### src/rtl/apb_master_param_if.sv
// Command, response and APB bus bundle for apb_master_param.
// The master modport is the design side; the slave modport is the requester/slave-model side.
interface apb_master_param_if #(
   parameter int unsigned ADDR_W     = 8,
   parameter int unsigned DATA_W     = 32,
   parameter int unsigned NUM_SLAVES = 4
);
   logic                         cmd_valid;
   logic                         cmd_ready;
   logic                         cmd_write;
   logic [ADDR_W-1:0]            cmd_addr;
   logic [DATA_W-1:0]            cmd_wdata;

   logic                         rsp_valid;
   logic [DATA_W-1:0]            rsp_rdata;
   logic                         rsp_err;
   logic                         rsp_timeout;

   logic [NUM_SLAVES-1:0]        PSEL;
   logic                         PENABLE;
   logic                         PWRITE;
   logic [ADDR_W-1:0]            PADDR;
   logic [DATA_W-1:0]            PWDATA;
   logic [NUM_SLAVES*DATA_W-1:0] PRDATA;
   logic [NUM_SLAVES-1:0]        PREADY;
   logic [NUM_SLAVES-1:0]        PSLVERR;

   modport master (
      input  cmd_valid, cmd_write, cmd_addr, cmd_wdata,
      input  PRDATA, PREADY, PSLVERR,
      output cmd_ready, rsp_valid, rsp_rdata, rsp_err, rsp_timeout,
      output PSEL, PENABLE, PWRITE, PADDR, PWDATA
   );

   modport slave (
      output cmd_valid, cmd_write, cmd_addr, cmd_wdata,
      output PRDATA, PREADY, PSLVERR,
      input  cmd_ready, rsp_valid, rsp_rdata, rsp_err, rsp_timeout,
      input  PSEL, PENABLE, PWRITE, PADDR, PWDATA
   );
endinterface

### src/rtl/apb_master_param.sv
// Parametrised APB master: one SETUP/ACCESS transfer per command to one of NUM_SLAVES slaves,
// with a one-cycle response pulse reporting slave error, decode error and wait-state timeout.
module apb_master_param #(
   parameter int unsigned ADDR_W     = 8,
   parameter int unsigned DATA_W     = 32,
   parameter int unsigned NUM_SLAVES = 4,
   parameter int unsigned TIMEOUT    = 16
) (
   input  logic               PCLK,
   input  logic               PRESET,
   apb_master_param_if.master bus
);
   localparam int unsigned SLV_W   = (NUM_SLAVES > 2) ? $clog2(NUM_SLAVES) : 1;
   localparam int unsigned CNT_W   = (TIMEOUT > 2) ? $clog2(TIMEOUT) : 1;
   localparam int unsigned TO_LAST = (TIMEOUT > 0) ? TIMEOUT - 1 : 0;

   typedef enum logic [1:0] {
      S_IDLE   = 2'd0,
      S_SETUP  = 2'd1,
      S_ACCESS = 2'd2
   } state_e;

   state_e                state_q,       state_d;
   logic [NUM_SLAVES-1:0] psel_q,        psel_d;
   logic                  penable_q,     penable_d;
   logic                  pwrite_q,      pwrite_d;
   logic [ADDR_W-1:0]     paddr_q,       paddr_d;
   logic [DATA_W-1:0]     pwdata_q,      pwdata_d;
   logic                  rsp_valid_q,   rsp_valid_d;
   logic [DATA_W-1:0]     rsp_rdata_q,   rsp_rdata_d;
   logic                  rsp_err_q,     rsp_err_d;
   logic                  rsp_timeout_q, rsp_timeout_d;
   logic [CNT_W-1:0]      wait_cnt_q,    wait_cnt_d;

   logic [SLV_W-1:0]      slv_idx;
   logic [NUM_SLAVES-1:0] dec_sel;
   logic                  sel_ready;
   logic                  sel_err;
   logic [DATA_W-1:0]     sel_rdata;

   // Address decode to a one-hot select; an out-of-range index leaves dec_sel all zero.
   always_comb begin
      slv_idx = bus.cmd_addr[ADDR_W-1 -: SLV_W];
      dec_sel = '0;
      for (int i = 0; i < int'(NUM_SLAVES); i++) begin
         if (slv_idx == SLV_W'(i)) dec_sel[i] = 1'b1;
      end
   end

   // Only the currently selected slave's ready/error/data are observed.
   always_comb begin
      sel_ready = |(bus.PREADY  & psel_q);
      sel_err   = |(bus.PSLVERR & psel_q);
      sel_rdata = '0;
      for (int i = 0; i < int'(NUM_SLAVES); i++) begin
         if (psel_q[i]) sel_rdata = bus.PRDATA[i*DATA_W +: DATA_W];
      end
   end

   always_comb begin
      state_d       = state_q;
      psel_d        = psel_q;
      penable_d     = penable_q;
      pwrite_d      = pwrite_q;
      paddr_d       = paddr_q;
      pwdata_d      = pwdata_q;
      rsp_valid_d   = 1'b0;
      rsp_rdata_d   = rsp_rdata_q;
      rsp_err_d     = rsp_err_q;
      rsp_timeout_d = rsp_timeout_q;
      wait_cnt_d    = wait_cnt_q;

      unique case (state_q)
         S_IDLE: begin
            if (bus.cmd_valid) begin
               if (|dec_sel) begin
                  state_d    = S_SETUP;
                  psel_d     = dec_sel;
                  penable_d  = 1'b0;
                  pwrite_d   = bus.cmd_write;
                  paddr_d    = bus.cmd_addr;
                  pwdata_d   = bus.cmd_wdata;
                  wait_cnt_d = '0;
               end else begin
                  // Decode error answers immediately without touching the bus.
                  rsp_valid_d   = 1'b1;
                  rsp_rdata_d   = '0;
                  rsp_err_d     = 1'b1;
                  rsp_timeout_d = 1'b0;
               end
            end
         end
         S_SETUP: begin
            state_d   = S_ACCESS;
            penable_d = 1'b1;
         end
         S_ACCESS: begin
            if (sel_ready) begin
               state_d       = S_IDLE;
               psel_d        = '0;
               penable_d     = 1'b0;
               rsp_valid_d   = 1'b1;
               rsp_err_d     = sel_err;
               rsp_timeout_d = 1'b0;
               rsp_rdata_d   = (!pwrite_q && !sel_err) ? sel_rdata : '0;
            end else if ((TIMEOUT > 0) && (wait_cnt_q == CNT_W'(TO_LAST))) begin
               state_d       = S_IDLE;
               psel_d        = '0;
               penable_d     = 1'b0;
               rsp_valid_d   = 1'b1;
               rsp_err_d     = 1'b1;
               rsp_timeout_d = 1'b1;
               rsp_rdata_d   = '0;
            end else begin
               wait_cnt_d = wait_cnt_q + CNT_W'(1);
            end
         end
         default: state_d = S_IDLE;
      endcase
   end

   always_ff @(posedge PCLK) begin
      if (PRESET) begin
         state_q       <= S_IDLE;
         psel_q        <= '0;
         penable_q     <= 1'b0;
         pwrite_q      <= 1'b0;
         paddr_q       <= '0;
         pwdata_q      <= '0;
         rsp_valid_q   <= 1'b0;
         rsp_rdata_q   <= '0;
         rsp_err_q     <= 1'b0;
         rsp_timeout_q <= 1'b0;
         wait_cnt_q    <= '0;
      end else begin
         state_q       <= state_d;
         psel_q        <= psel_d;
         penable_q     <= penable_d;
         pwrite_q      <= pwrite_d;
         paddr_q       <= paddr_d;
         pwdata_q      <= pwdata_d;
         rsp_valid_q   <= rsp_valid_d;
         rsp_rdata_q   <= rsp_rdata_d;
         rsp_err_q     <= rsp_err_d;
         rsp_timeout_q <= rsp_timeout_d;
         wait_cnt_q    <= wait_cnt_d;
      end
   end

   assign bus.cmd_ready   = (state_q == S_IDLE);
   assign bus.rsp_valid   = rsp_valid_q;
   assign bus.rsp_rdata   = rsp_rdata_q;
   assign bus.rsp_err     = rsp_err_q;
   assign bus.rsp_timeout = rsp_timeout_q;
   assign bus.PSEL        = psel_q;
   assign bus.PENABLE     = penable_q;
   assign bus.PWRITE      = pwrite_q;
   assign bus.PADDR       = paddr_q;
   assign bus.PWDATA      = pwdata_q;

endmodule

### src/flat_wrapper.sv
// flat-port wrapper written by rule: the top's interface ports become plain ports
module apb_master_param_flat 
#(
   parameter int unsigned ADDR_W     = 8,
   parameter int unsigned DATA_W     = 32,
   parameter int unsigned NUM_SLAVES = 4,
   parameter int unsigned TIMEOUT    = 16
)
  (PCLK, PRESET, bus_cmd_valid, bus_cmd_write, bus_cmd_addr, bus_cmd_wdata, bus_PRDATA, bus_PREADY, bus_PSLVERR, bus_cmd_ready, bus_rsp_valid, bus_rsp_rdata, bus_rsp_err, bus_rsp_timeout, bus_PSEL, bus_PENABLE, bus_PWRITE, bus_PADDR, bus_PWDATA);
  apb_master_param_if #(.ADDR_W(ADDR_W), .DATA_W(DATA_W), .NUM_SLAVES(NUM_SLAVES)) bus_i ();
  input  logic PCLK;
  input  logic PRESET;
  input wire logic [$bits(bus_i.cmd_valid)-1:0] bus_cmd_valid;
  input wire logic [$bits(bus_i.cmd_write)-1:0] bus_cmd_write;
  input wire logic [$bits(bus_i.cmd_addr)-1:0] bus_cmd_addr;
  input wire logic [$bits(bus_i.cmd_wdata)-1:0] bus_cmd_wdata;
  input wire logic [$bits(bus_i.PRDATA)-1:0] bus_PRDATA;
  input wire logic [$bits(bus_i.PREADY)-1:0] bus_PREADY;
  input wire logic [$bits(bus_i.PSLVERR)-1:0] bus_PSLVERR;
  output wire logic [$bits(bus_i.cmd_ready)-1:0] bus_cmd_ready;
  output wire logic [$bits(bus_i.rsp_valid)-1:0] bus_rsp_valid;
  output wire logic [$bits(bus_i.rsp_rdata)-1:0] bus_rsp_rdata;
  output wire logic [$bits(bus_i.rsp_err)-1:0] bus_rsp_err;
  output wire logic [$bits(bus_i.rsp_timeout)-1:0] bus_rsp_timeout;
  output wire logic [$bits(bus_i.PSEL)-1:0] bus_PSEL;
  output wire logic [$bits(bus_i.PENABLE)-1:0] bus_PENABLE;
  output wire logic [$bits(bus_i.PWRITE)-1:0] bus_PWRITE;
  output wire logic [$bits(bus_i.PADDR)-1:0] bus_PADDR;
  output wire logic [$bits(bus_i.PWDATA)-1:0] bus_PWDATA;
  assign bus_i.cmd_valid = bus_cmd_valid;
  assign bus_i.cmd_write = bus_cmd_write;
  assign bus_i.cmd_addr = bus_cmd_addr;
  assign bus_i.cmd_wdata = bus_cmd_wdata;
  assign bus_i.PRDATA = bus_PRDATA;
  assign bus_i.PREADY = bus_PREADY;
  assign bus_i.PSLVERR = bus_PSLVERR;
  assign bus_cmd_ready = bus_i.cmd_ready;
  assign bus_rsp_valid = bus_i.rsp_valid;
  assign bus_rsp_rdata = bus_i.rsp_rdata;
  assign bus_rsp_err = bus_i.rsp_err;
  assign bus_rsp_timeout = bus_i.rsp_timeout;
  assign bus_PSEL = bus_i.PSEL;
  assign bus_PENABLE = bus_i.PENABLE;
  assign bus_PWRITE = bus_i.PWRITE;
  assign bus_PADDR = bus_i.PADDR;
  assign bus_PWDATA = bus_i.PWDATA;
  apb_master_param #(.ADDR_W(ADDR_W), .DATA_W(DATA_W), .NUM_SLAVES(NUM_SLAVES), .TIMEOUT(TIMEOUT)) u_core (.PCLK(PCLK), .PRESET(PRESET), .bus(bus_i));
endmodule
### config.mk
export PLATFORM = sky130hd
export DESIGN_NAME = apb_master_param_flat
export DESIGN_NICKNAME = d
export VERILOG_FILES = /design/src/rtl/apb_master_param_if.sv /design/src/rtl/apb_master_param.sv /design/src/flat_wrapper.sv
export SDC_FILE = /design/constraint.sdc
export NUM_CORES = 1
export LEC_CHECK = 0
export BUFFER_PORTS_ARGS = -buffer_cell sky130_fd_sc_hd__buf_4
export CELL_PAD_IN_SITES_DETAIL_PLACEMENT = 2
export CELL_PAD_IN_SITES_GLOBAL_PLACEMENT = 2
export CORE_UTILIZATION = 22
export CTS_CLUSTER_SIZE = 14
export DETAILED_ROUTE_END_ITERATION = 10
export GPL_ROUTABILITY_DRIVEN = 0
export HOLD_SLACK_MARGIN = 0.05
export MAX_ROUTING_LAYER = met4
export PLACE_DENSITY = 0.8
export SYNTH_ARGS = -nofsm -noshare
export SYNTH_HDL_FRONTEND = slang
export SYNTH_SLANG_ARGS = --single-unit
### constraint.sdc
create_clock -name PCLK -period 1.8 [get_ports PCLK]
set_input_delay 0.09 -clock PCLK [delete_from_list [all_inputs] [get_ports PCLK]]
set_output_delay 0.09 -clock PCLK [all_outputs]
set_load 0.02 [all_outputs]
== Word-level counts from Yosys, hierarchy flattened ==
Index checks and enable logic that the tools add are counted.

* $add $sub $neg: 1
* Equality and inequality tests: 12
* Multiplexer cells: 48
* Bitwise logic cells: 2
* Reductions and logical operators: 16

{| class="wikitable"
|+ Operator list
! cell !! number
|-
| $mux 32 || 9
|-
| $pmux 32 s2 || 1
|-
| $mux 4 || 8
|-
| $mux 1 || 19
|-
| $pmux 4 s2 || 2
|-
| $reduce_and 4->1 || 3
|-
| $reduce_or 4->1 || 3
|-
| $and 4x4->4 || 2
|-
| $mux 2 || 4
|-
| $ne 2x2->1 const B || 4
|-
| $eq 2x2->1 const B || 3
|-
| $pmux 1 s2 || 3
|-
| $pmux 2 s3 || 1
|-
| $reduce_and 3->1 || 2
|-
| $reduce_and 5->1 || 1
|-
| $add 4x1->4 const B || 1
|-
| $eq 2x1->1 const B || 2
|-
| $eq 4x4->1 const B || 1
|-
| $logic_not 2->1 || 2
|-
| $ne 3x1->1 const B || 1
|-
| $pmux 1 s3 || 1
|-
| $reduce_bool 3->1 || 1
|-
| $logic_not 1->1 || 2
|-
| $ne 2x1->1 const B || 1
|-
| 2 further kinds || 2
|}

* Flip-flop bits (word level): 87
* Bits of input ports: 180
* Output and inout port bits: 82

== Logic depth before layout (Yosys ltp) ==
Gate-level depths: netlist of the first run.

* Depth after elaboration: 7
* Depth in mapped cells: 6
* Gate-level depth less buffers: 5

== Worst setup path after synthesis of the first run ==
Ideal clock, no wire load.

* Path type: flip-flop to flip-flop
* Start point: register u_core.psel_q[1], in the netlist u_core.bus.PSEL[1]
* End point: register u_core.rsp_rdata_q[10], in the netlist u_core.bus.rsp_rdata[10]
* Setup time: 0.084 ns
* Data arrival time: 1.494 ns
* Slack: 0.222 ns
* Cell stages (with the launch flop): 7
* Buffers on the path: 2
* Period minus slack after synthesis: 1.578 ns
* Cell sequence: dfxtp_1 buf_6 a22o_1 a221oi_2 nand3_2 buf_6 o31ai_2

* Cells in the longest elaborated chain, start to end: 7
* Elaborated cells between the ends (all ways): 14
* Those cells by class: 1 x eq/ne; 6 x mux; 2 x bitwise; 5 x reduce/logical

{| class="wikitable"
|+ RTL lines
! element !! line !! source
|-
| start: declaration || apb_master_param.sv:24 || <nowiki>logic [NUM_SLAVES-1:0] psel_q, psel_d;</nowiki>
|-
| start signal: assignment || apb_master_param.sv:137 || <nowiki>psel_q <= psel_d;</nowiki>
|-
| $and 4x4->4 || apb_master_param.sv:53 || <nowiki>sel_err = |(bus.PSLVERR & psel_q);</nowiki>
|-
| $reduce_or 4->1 || apb_master_param.sv:53 ||
|-
| $logic_not 1->1 || apb_master_param.sv:105 || <nowiki>rsp_rdata_d = (!pwrite_q && !sel_err) ? sel_rdata : '0;</nowiki>
|-
| $logic_and 1x1->1 || apb_master_param.sv:105 ||
|-
| $mux 32 || apb_master_param.sv:105 ||
|-
| $mux 32 || apb_master_param.sv:98 || <nowiki>if (sel_ready) begin</nowiki>
|-
| $pmux 32 s2 || apb_master_param.sv:73 || <nowiki>unique case (state_q)</nowiki>
|-
| end signal: assignment || apb_master_param.sv:143 || <nowiki>rsp_rdata_q <= rsp_rdata_d;</nowiki>
|-
| end: declaration || apb_master_param.sv:30 || <nowiki>logic [DATA_W-1:0] rsp_rdata_q, rsp_rdata_d;</nowiki>
|}

Parallel ways exist; a longest one is shown, timed or not.
A chain may end at the register's enable or synchronous reset.

== Worst setup path in the final report of the first run ==
* Start point: register u_core.psel_q[1], in the netlist u_core.bus.PSEL[1]
* End point: register u_core.rsp_rdata_q[9], in the netlist u_core.bus.rsp_rdata[9]

The elaborated chain is that of the path after synthesis.

==> results.py, run 1 <==
metrics = {
    "layout": {
        "drive_above_1_share": 0.452,
        "fin_nets": 911,
        "final_cells": 956,
        "regArea_um2": 1740,
        "final_area_um2": 6790,
        "layout_commonest_cell": "buf_4",
        "syn2layout_area_growth_pct": 76.8,
        "layout_common_cells": "buf_4, nand2_1, dfxtp_1",
        "fill_cells": 1874,
        "multi_input_area_um2": 1900,
    },
    "setup_path": {
        "critical_path.cell_chain": "buf_4 > nor2b_2 > buf_12 > a221oi_1 > o31ai_2",
        "endpoint_kind": "register",
        "path_buf_inv": 2,
        "cp_max_fo": 32,
        "cpMaxStageDelayCell": "dfxtp_1",
        "cpPeakStageDelay_ns": 0.42,
        "path_delay_family": "compound AO/OA/AOI/OAI gates",
        "critPathArrivalTime_ns": 1.88,
        "crit_type": "reg2reg",
        "cp.required_ns": 2.02,
        "startpoint_type": "register",
    },
    "route": {
        "wl_mm": 19.5,
        "wl_per_cell_um": 20.4,
        "firstDrtPassIters": 4,
        "drtIter0Drc": 144,
        "antenna_left": 0,
        "vias": 4697,
        "drcViolationCount": 0,
        "vias_per_cell": 4.91,
    },
    "pwr": {
        "p_leak_uw": 0.00293,
        "powerDensity_nw_per_um2": 772,
        "p_clk_frac": 0.400,
        "seqPwrFrac": 0.393,
        "p_comb_frac": 0.207,
        "ir_drop_v": 0.000554,
        "switchingPower_uw": 1430,
        "swShare": 0.274,
        "p_int_uw": 3810,
    },
    "synth": {
        "yosysSeqAreaShare": 0.453,
        "syn_inst": 440,
        "synthArstFlopShare": 0,
        "syn_area_per_cell_um2": 8.73,
        "synthFlopType": "dfxtp_1",
        "yosysWarnings": 0,
        "syn_nets": 621,
        "synth-edff-count": 0,
        "ys_seq_elements": 87,
        "yosysUniqueCellTypes": 41,
        "syn_area_um2": 3840,
    },
    "floorplanning": {
        "fp.dieArea_um2": 18000,
        "fp.dieH_um": 134,
        "initial_core_util": 0.228,
        "fp-row-count": 47,
        "core_area_um2": 16800,
        "io-pin-count": 262,
        "die_x_um": 134,
    },
    "clock_network": {
        "post-cts-setup-buffers": 0,
        "cts_htree_levels": 3,
        "clkSinkCount": 87,
        "insertion_delay_ns": 0.35,
        "cts_buffer_depth": 2,
        "cts_buffers": 9,
        "cts_tree": "built",
        "cts_resized": 0,
        "cts_root_buf": "clkbuf_16",
        "clkTransAtPathRegs_ns": 0.07,
    },
    "sta": {
        "period_needed_ns": 1.66,
        "slew_headroom": 0.742,
        "setup_violations": 0,
        "fmax_ghz": 0.604,
        "rsz0062_at_grt": "no",
        "setup_ws_ns": 0.144,
        "fin_worst_skew_ns": 0.00778,
        "slew_violations": 0,
        "fin_crit_sh": 0.920,
        "setup_tns_ns": 0,
        "tightest_slew_ns": 0.387,
        "hold_violations": 0,
    },
    "global_routing": {
        "grt_pass1_vias": 5295,
        "track_usage": 0.223,
        "antenna_found_initial": 1,
        "grt_overflow": 0,
        "grt_max_degree": 33,
        "grt_pass1_wl_mm": 29.6,
    },
    "placed_design": {
        "port_buffers": 261,
        "dp.cells": 898,
        "hpwl_mm": 13.9,
        "dpl_cell_area_um2": 6050,
        "place_ws_ns": 0.168,
    },
    "outcome": {
        "status": "finished, final reports clean",
    },
    "flow_run": {
        "maxCapViolCount": 0,
    },
    "hold_path": {
        "min-delay-path-class": "in2reg",
    },
}
[cells in the mapped netlist (2+ instances only)]
cell / n / share of area
a21oi_1: 48 / 0.063
a221oi_1: 32 / 0.073
a31oi_1: 2 / 0.0033
buf_2: 7 / 0.0091
buf_6: 4 / 0.012
clkbuf_1: 28 / 0.027
dfxtp_1: 87 / 0.45
inv_1: 3 / 0.0029
nand2_1: 118 / 0.12
nand2b_1: 2 / 0.0033
nand3_1: 5 / 0.0065
nand3b_1: 4 / 0.0078
nor2_1: 8 / 0.0078
nor2b_1: 2 / 0.0033
o22ai_1: 32 / 0.052
o31ai_1: 2 / 0.0039
o31ai_2: 30 / 0.098
or2_0: 2 / 0.0033
or3_1: 2 / 0.0033
[final timing paths]
path	from	endpoint	slack, ns	cells after the start
worst min register to register	u_core.bus.rsp_rdata[1]	u_core.bus.rsp_rdata[1]	0.46	2
worst max-delay path	u_core.bus.PSEL[1]	u_core.bus.rsp_rdata[9]	0.14	5
worst max register to register	u_core.bus.PSEL[1]	u_core.bus.rsp_rdata[9]	0.14	5
worst min-delay path	bus_PRDATA[108]	u_core.bus.rsp_rdata[12]	0.08	3
[cells by family (layout without fill, tap and decap cells)]
logic type / count (synthesis) / in the layout / synth area share
AO/OA/AOI/OAI: 158 / 158 / 0.324
adder cells (fa/ha/maj): 1 / 1 / 0.00326
buffers and inverters: 44 / 339 / 0.0531
flip-flops: 87 / 87 / 0.453
other: 0 / 1 / 0
AND/OR/NAND/NOR: 150 / 150 / 0.166
[flip-flops by register name (all words and copies together) (netlist names), 2 cells and up]
register,flops
u_core.bus.PWDATA,32
u_core.bus.rsp_rdata,32
u_core.bus.PADDR,8
u_core.bus.PSEL,4
u_core.wait_cnt_q,4
u_core.state_q,2
[worst min-delay path, stage by stage]
cell and delay, ns:
buf_4 0.08, o22ai_1 0.07, o31ai_2 0.16
[per-layer routing]
| metal | vias up | GRT usage | wire length [um] | share of wire |
|---|---|---|---|---|
| li1 | 2189 | - | - | - |
| met4 | 0 | 0.0749 | 499 | 0.026 |
| met5 | - | - | 0 | 0 |
| met2 | 177 | 0.418 | 10600 | 0.54 |
| met1 | 2302 | 0.225 | 7220 | 0.37 |
| met3 | 29 | 0.0533 | 1270 | 0.065 |
[stage by stage]
| step | utilization | total power, uW | hold WS, ns |
|---|---|---|---|
| finish | 0.404 | 5240 | 0.0789 |
| CTS | 0.404 | 5310 | 0.0651 |
| global route | 0.404 | 5490 | 0.0785 |
| detailed placement | 0.360 | 3100 | 0.354 |
| global placement | 0.360 | 3050 | 0.337 |
| floorplan | - | 2520 | 0.226 |
[what timing repair did]
action	in CTS	in global routing
hold buffers	41	0
endpoints found under the setup margin	0	0
endpoints found under the hold margin	43	0
[area by class of cell]
type / instances / share of cell area
inverter: 4 / 0.00221
multi-input combinational: 309 / 0.280
clock inverter: 6 / 0.0136
antenna: 1 / 0.000368
timing repair buffer: 319 / 0.371
clock buffer: 10 / 0.0352
sequential: 87 / 0.256
tap: 220 / 0.0405
[power by group through the flow]
stage	Clock, uW	Combinational [uW]	Sequential (uW)
3_5_place_dp	0	1000	2100
3_3_place_gp	0	960	2090
6_report	2100	1090	2060
5_1_grt	2250	1160	2070
4_1_cts	2180	1080	2050
2_1_floorplan	0	349	2180
(Power assumes the default switching activity.)
==> run 2: changes to the inputs <==
--- a/config.mk
+++ b/config.mk
@@ -6,15 +6,15 @@
 export NUM_CORES = 1
 export LEC_CHECK = 0
 export BUFFER_PORTS_ARGS = -buffer_cell sky130_fd_sc_hd__buf_4
-export CELL_PAD_IN_SITES_DETAIL_PLACEMENT = 2
-export CELL_PAD_IN_SITES_GLOBAL_PLACEMENT = 2
-export CORE_UTILIZATION = 22
+export CORE_AREA = 2 2 102 104
 export CTS_CLUSTER_SIZE = 14
 export DETAILED_ROUTE_END_ITERATION = 10
+export DIE_AREA = 0 0 104 106
 export GPL_ROUTABILITY_DRIVEN = 0
 export HOLD_SLACK_MARGIN = 0.05
 export MAX_ROUTING_LAYER = met4
-export PLACE_DENSITY = 0.8
+export PLACE_DENSITY = 0.75
+export SKIP_LAST_GASP = 1
 export SYNTH_ARGS = -nofsm -noshare
 export SYNTH_HDL_FRONTEND = slang
 export SYNTH_SLANG_ARGS = --single-unit
==> run 2 against run 1 <==
Effect of this change: utilization is 26 points higher; design area is 3.0% lower; maximum frequency rose by 1.3%; sequential power is essentially flat; combinational power down 4%; via count down 2.4%; register-to-register slack better by 0.02 ns; clock power fell by 33%; highest routed layer unchanged; die area is 39% lower; critical path depth rose by 1; setup slack gained 0.022 ns.
==> results.py, run 2 (synthesis gave the netlist of run 1 again) <==
metrics = {
    "outcome": {
        "status": "finished, final reports clean",
    },
    "layout": {
        "layout_common_cells": "buf_4, nand2_1, dfxtp_1",
        "syn2layout_area_growth_pct": 71.5,
        "layout_commonest_cell": "buf_4",
        "drive_above_1_share": 0.448,
        "final_cells": 873,
        "fin_nets": 912,
    },
    "sta": {
        "setup_violations": 0,
        "rsz0062_at_grt": "no",
        "fmax_ghz": 0.612,
        "tightest_slew_ns": 0.545,
        "slew_headroom": 0.636,
        "fin_worst_skew_ns": 0.0145,
        "period_needed_ns": 1.63,
        "fin_crit_sh": 0.908,
        "hold_violations": 0,
        "slew_violations": 0,
        "setup_tns_ns": 0,
    },
    "pwr": {
        "powerDensity_nw_per_um2": 683,
        "swShare": 0.287,
        "seqPwrFrac": 0.455,
        "p_int_uw": 3210,
        "p_leak_uw": 0.00288,
        "p_clk_frac": 0.312,
        "p_comb_frac": 0.233,
        "ir_drop_v": 0.000525,
        "switchingPower_uw": 1290,
    },
    "global_routing": {
        "grt_overflow": 0,
        "antenna_found_initial": 1,
        "grt_pass1_wl_mm": 22.6,
        "track_usage": 0.262,
        "grt_pass1_vias": 4552,
        "grt_max_degree": 44,
    },
    "route": {
        "firstDrtPassIters": 5,
        "wl_per_cell_um": 16.7,
        "antenna_left": 0,
        "vias_per_cell": 5.25,
        "wl_mm": 14.6,
        "vias": 4584,
        "drtIter0Drc": 265,
        "drcViolationCount": 0,
    },
    "hold_path": {
        "min-delay-path-class": "in2reg",
    },
    "floorplanning": {
        "io-pin-count": 262,
        "initial_core_util": 0.384,
        "fp.dieArea_um2": 11000,
        "die_x_um": 104,
        "fp-row-count": 37,
        "core_area_um2": 10000,
        "fp.dieH_um": 106,
    },
    "clock_network": {
        "clkSinkCount": 87,
        "clkTransAtPathRegs_ns": 0.10,
        "cts_root_buf": "clkbuf_8",
        "insertion_delay_ns": 0.35,
        "cts_buffers": 9,
        "cts_tree": "built",
        "cts_buffer_depth": 2,
        "cts_htree_levels": 3,
    },
    "placed_design": {
        "hpwl_mm": 10.3,
        "dp.cells": 812,
        "port_buffers": 261,
    },
    "setup_path": {
        "rrSetupSlack_ns": 0.17,
        "cp_max_fo": 32,
        "cp.required_ns": 2.06,
        "cpPeakStageDelay_ns": 0.34,
        "crit_type": "reg2reg",
        "cpMaxStageDelayCell": "dfxtp_1",
        "endpoint_kind": "register",
        "startpoint_type": "register",
        "critPathArrivalTime_ns": 1.89,
        "critical_path.cell_chain": "buf_4 > a22o_1 > a221oi_2 > nand3_2 > buf_12 > o31ai_2",
    },
    "flow_run": {
        "maxCapViolCount": 0,
    },
}
==> run 2: area by class of cell <==
class | count | area (um^2)
diodes | 1 | 2.50
clock buffers | 9 | 124
clock inverters | 7 | 77.6
fillers | 818 | 3410
inverters | 4 | 15.0
multi-input cells | 309 | 1910
flip-flops and latches | 87 | 1740
well taps | 136 | 170
repair buffers | 320 | 2550
==> run 2: repair_timing <==
action,in CTS,in global routing
gates resized for setup,0,1
setup endpoints to repair,0,10
hold buffers,42,2
setup buffers,0,0
hold endpoints to repair,46,1
==> run 2: per-stage QoR <==
| step | total power (uW) | hold slack [ns] | worst slack [ns] | instance area [um^2] | utilization |
|---|---|---|---|---|---|
| 2_1_floorplan | 2520 | 0.226 | 0.222 | 3840 | - |
| 3_3_place_gp | 3040 | 0.337 | 0.0946 | 5940 | 0.594 |
| 3_5_place_dp | 3050 | 0.346 | 0.0655 | 5940 | 0.594 |
| 4_1_cts | 4540 | 0.0539 | 0.0437 | 6560 | 0.656 |
| 5_1_grt | 4710 | 0.0611 | 0.0369 | 6590 | 0.659 |
| 6_report | 4500 | 0.0740 | 0.166 | 6590 | 0.659 |
==> run 2: worst paths after layout <==
path / cells past startpoint / start / to
worst max-delay path: 6 / u_core.bus.PSEL[1] / u_core.bus.rsp_rdata[11]
worst min-delay path: 3 / bus_PRDATA[98] / u_core.bus.rsp_rdata[2]
worst max register to register: 6 / u_core.bus.PSEL[1] / u_core.bus.rsp_rdata[11]
worst min register to register: 2 / u_core.bus.PADDR[3] / u_core.bus.PADDR[3]
==> run 2: metal layers <==
layer	global-route usage	wire length (um)	vias up
met5	-	0	-
met4	0.108	416	0
met3	0.0674	1030	28
met2	0.460	7460	203
met1	0.283	5690	2166
li1	-	-	2187
==> run 2: power by group through the flow <==
stage / logic, uW / clock network, uW / registers, uW
finish: 1050 / 1400 / 2050
detailed placement: 962 / 0 / 2090
floorplan: 349 / 0 / 2180
CTS: 1040 / 1460 / 2050
global route: 1130 / 1530 / 2060
global placement: 947 / 0 / 2090
==> run 2: critical path: cells and delay by family, from the launching register on <==
family,cells,cell delay [ns]
DFF,1,0.34
buffers and inverters,2,0.37
AOI/OAI and AO/OA,3,0.71
and+or+nand+nor,1,0.14
==> run 3: changes to the inputs <==
--- a/config.mk
+++ b/config.mk
@@ -11,9 +11,11 @@
 export DETAILED_ROUTE_END_ITERATION = 10
 export DIE_AREA = 0 0 104 106
 export GPL_ROUTABILITY_DRIVEN = 0
+export GPL_TIMING_DRIVEN = 0
 export HOLD_SLACK_MARGIN = 0.05
 export MAX_ROUTING_LAYER = met4
 export PLACE_DENSITY = 0.75
+export SETUP_SLACK_MARGIN = 0.4
 export SKIP_LAST_GASP = 1
 export SYNTH_ARGS = -nofsm -noshare
 export SYNTH_HDL_FRONTEND = slang
==> constraint.sdc (replaced) <==
create_clock -name PCLK -period 2.03 [get_ports PCLK]
set_input_delay 0.1015 -clock PCLK [delete_from_list [all_inputs] [get_ports PCLK]]
set_output_delay 0.1015 -clock PCLK [all_outputs]
set_load 0.02 [all_outputs]
==> run 3 against run 2 <==
Effect of this change: first-iteration DRC count down 19%; sequential share of layout area shrank 2.6 points; design area up 11%; sequential power down 11%.
==> results.py, run 3 (synthesis gave the netlist of run 1 again) <==
metrics = {
    "sta": {
        "rsz0062_at_grt": "yes",
        "slew_headroom": 0.652,
        "fmax_ghz": 0.595,
        "tightest_slew_ns": 0.522,
        "hold_violations": 0,
        "slew_violations": 0,
        "fin_crit_sh": 0.827,
        "setup_violations": 0,
        "setup_tns_ns": 0,
        "period_needed_ns": 1.68,
        "fin_worst_skew_ns": 0.0156,
    },
    "route": {
        "vias_per_cell": 5.23,
        "drtIter0Drc": 214,
        "wl_mm": 16.7,
        "antenna_left": 0,
        "firstDrtPassIters": 4,
        "drcViolationCount": 0,
        "vias": 4741,
        "wl_per_cell_um": 18.4,
    },
    "placed_design": {
        "port_buffers": 261,
        "dpl_cell_area_um2": 5970,
        "hpwl_mm": 11.2,
        "dp.cells": 837,
    },
    "clock_network": {
        "cts_root_buf": "clkbuf_8",
        "cts_htree_levels": 3,
        "clkSinkCount": 87,
        "cts_tree": "built",
        "cts_buffer_depth": 2,
        "cts_buffers": 9,
        "clkTransAtPathRegs_ns": 0.09,
        "insertion_delay_ns": 0.35,
    },
    "layout": {
        "final_area_um2": 7340,
        "syn2layout_area_growth_pct": 90.9,
        "fin_nets": 945,
        "layout_common_cells": "buf_4, nand2_1, dfxtp_1",
        "drive_above_1_share": 0.511,
        "final_cells": 906,
        "layout_commonest_cell": "buf_4",
    },
    "setup_path": {
        "cp_max_fo": 8,
        "critPathArrivalTime_ns": 1.95,
        "crit_type": "reg2reg",
        "endpoint_kind": "register",
        "cp.required_ns": 2.30,
        "startpoint_type": "register",
        "rrSetupSlack_ns": 0.35,
    },
    "global_routing": {
        "grt_overflow": 0,
        "grt_pass1_wl_mm": 24.2,
        "antenna_found_initial": 1,
        "grt_max_degree": 15,
        "track_usage": 0.283,
        "grt_pass1_vias": 4743,
    },
    "pwr": {
        "p_comb_frac": 0.245,
        "swShare": 0.283,
        "powerDensity_nw_per_um2": 588,
        "ir_drop_v": 0.000425,
        "p_int_uw": 3090,
        "p_clk_frac": 0.333,
        "seqPwrFrac": 0.422,
        "switchingPower_uw": 1220,
        "p_leak_uw": 0.00316,
    },
    "floorplanning": {
        "core_area_um2": 10000,
        "fp.dieArea_um2": 11000,
        "fp-row-count": 37,
        "fp.dieH_um": 106,
        "initial_core_util": 0.384,
        "io-pin-count": 262,
        "die_x_um": 104,
    },
    "outcome": {
        "status": "finished, final reports clean",
    },
    "hold_path": {
        "min-delay-path-class": "in2reg",
    },
    "flow_run": {
        "maxCapViolCount": 0,
    },
}
## run 3: power groups by stage
stage / Combinational [uW] / Sequential, uW / Clock [uW]
after floorplan: 309 / 1930 / 0
after global placement: 842 / 1850 / 0
after detailed placement: 857 / 1860 / 0
after CTS: 937 / 1820 / 1450
after global routing: 1130 / 1830 / 1560
final: 1060 / 1820 / 1440
## run 3: path summary, 6_finish.rpt
check                        start                 endpoint  cells past startpoint
max             u_core.bus.PSEL[1]  u_core.bus.rsp_rdata[3]                      7
min                 bus_PRDATA[96]  u_core.bus.rsp_rdata[0]                      3
max reg2reg     u_core.bus.PSEL[1]  u_core.bus.rsp_rdata[3]                      7
min reg2reg  u_core.bus.PWDATA[21]    u_core.bus.PWDATA[21]                      2
## run 3: what timing repair did
item	4_1_cts	5_1_grt
resized for setup	18	99
setup buffers	3	5
endpoints found under the setup margin	32	77
pin swaps	4	33
gates cloned	1	2
hold buffers	41	0
hold endpoints to repair	44	0
## run 3: final cells by class
class                      count  area [um^2]
tap                          136          170
clock buffer                  12          165
timing repair buffer         313         2520
multi-input combinational    309         2400
antenna                        1         2.50
fill                         753         2660
clock inverter                 4         76.3
sequential                    87         1750
buffer                        40          240
inverter                       4         15.0
## run 3: through the flow
step	power, uW	hold slack [ns]	worst slack (ns)	utilization
2_1_floorplan	2240	0.238	0.452	-
3_3_place_gp	2700	0.349	0.287	0.597
3_5_place_dp	2710	0.357	0.229	0.597
4_1_cts	4210	0.0730	0.293	0.674
5_1_grt	4510	0.0858	0.295	0.734
6_report	4310	0.100	0.350	0.734
## run 3: critical path, stage by stage (launching register included)
cell and delay [ns]:
dfxtp_2 0.34, buf_8 0.13, a22o_4 0.26, a221oi_4 0.27, nand3_4 0.11, buf_12 0.17
clkbuf_16 0.17, o31ai_2 0.16
## run 3: per-layer routing
metal	up-vias	share of wire	wire [um]	global-route usage
met2	184	0.53	8780	0.506
met4	0	0.025	422	0.104
li1	2267	-	-	-
met5	-	0	0	-
met1	2258	0.39	6530	0.303
met3	32	0.059	985	0.0717
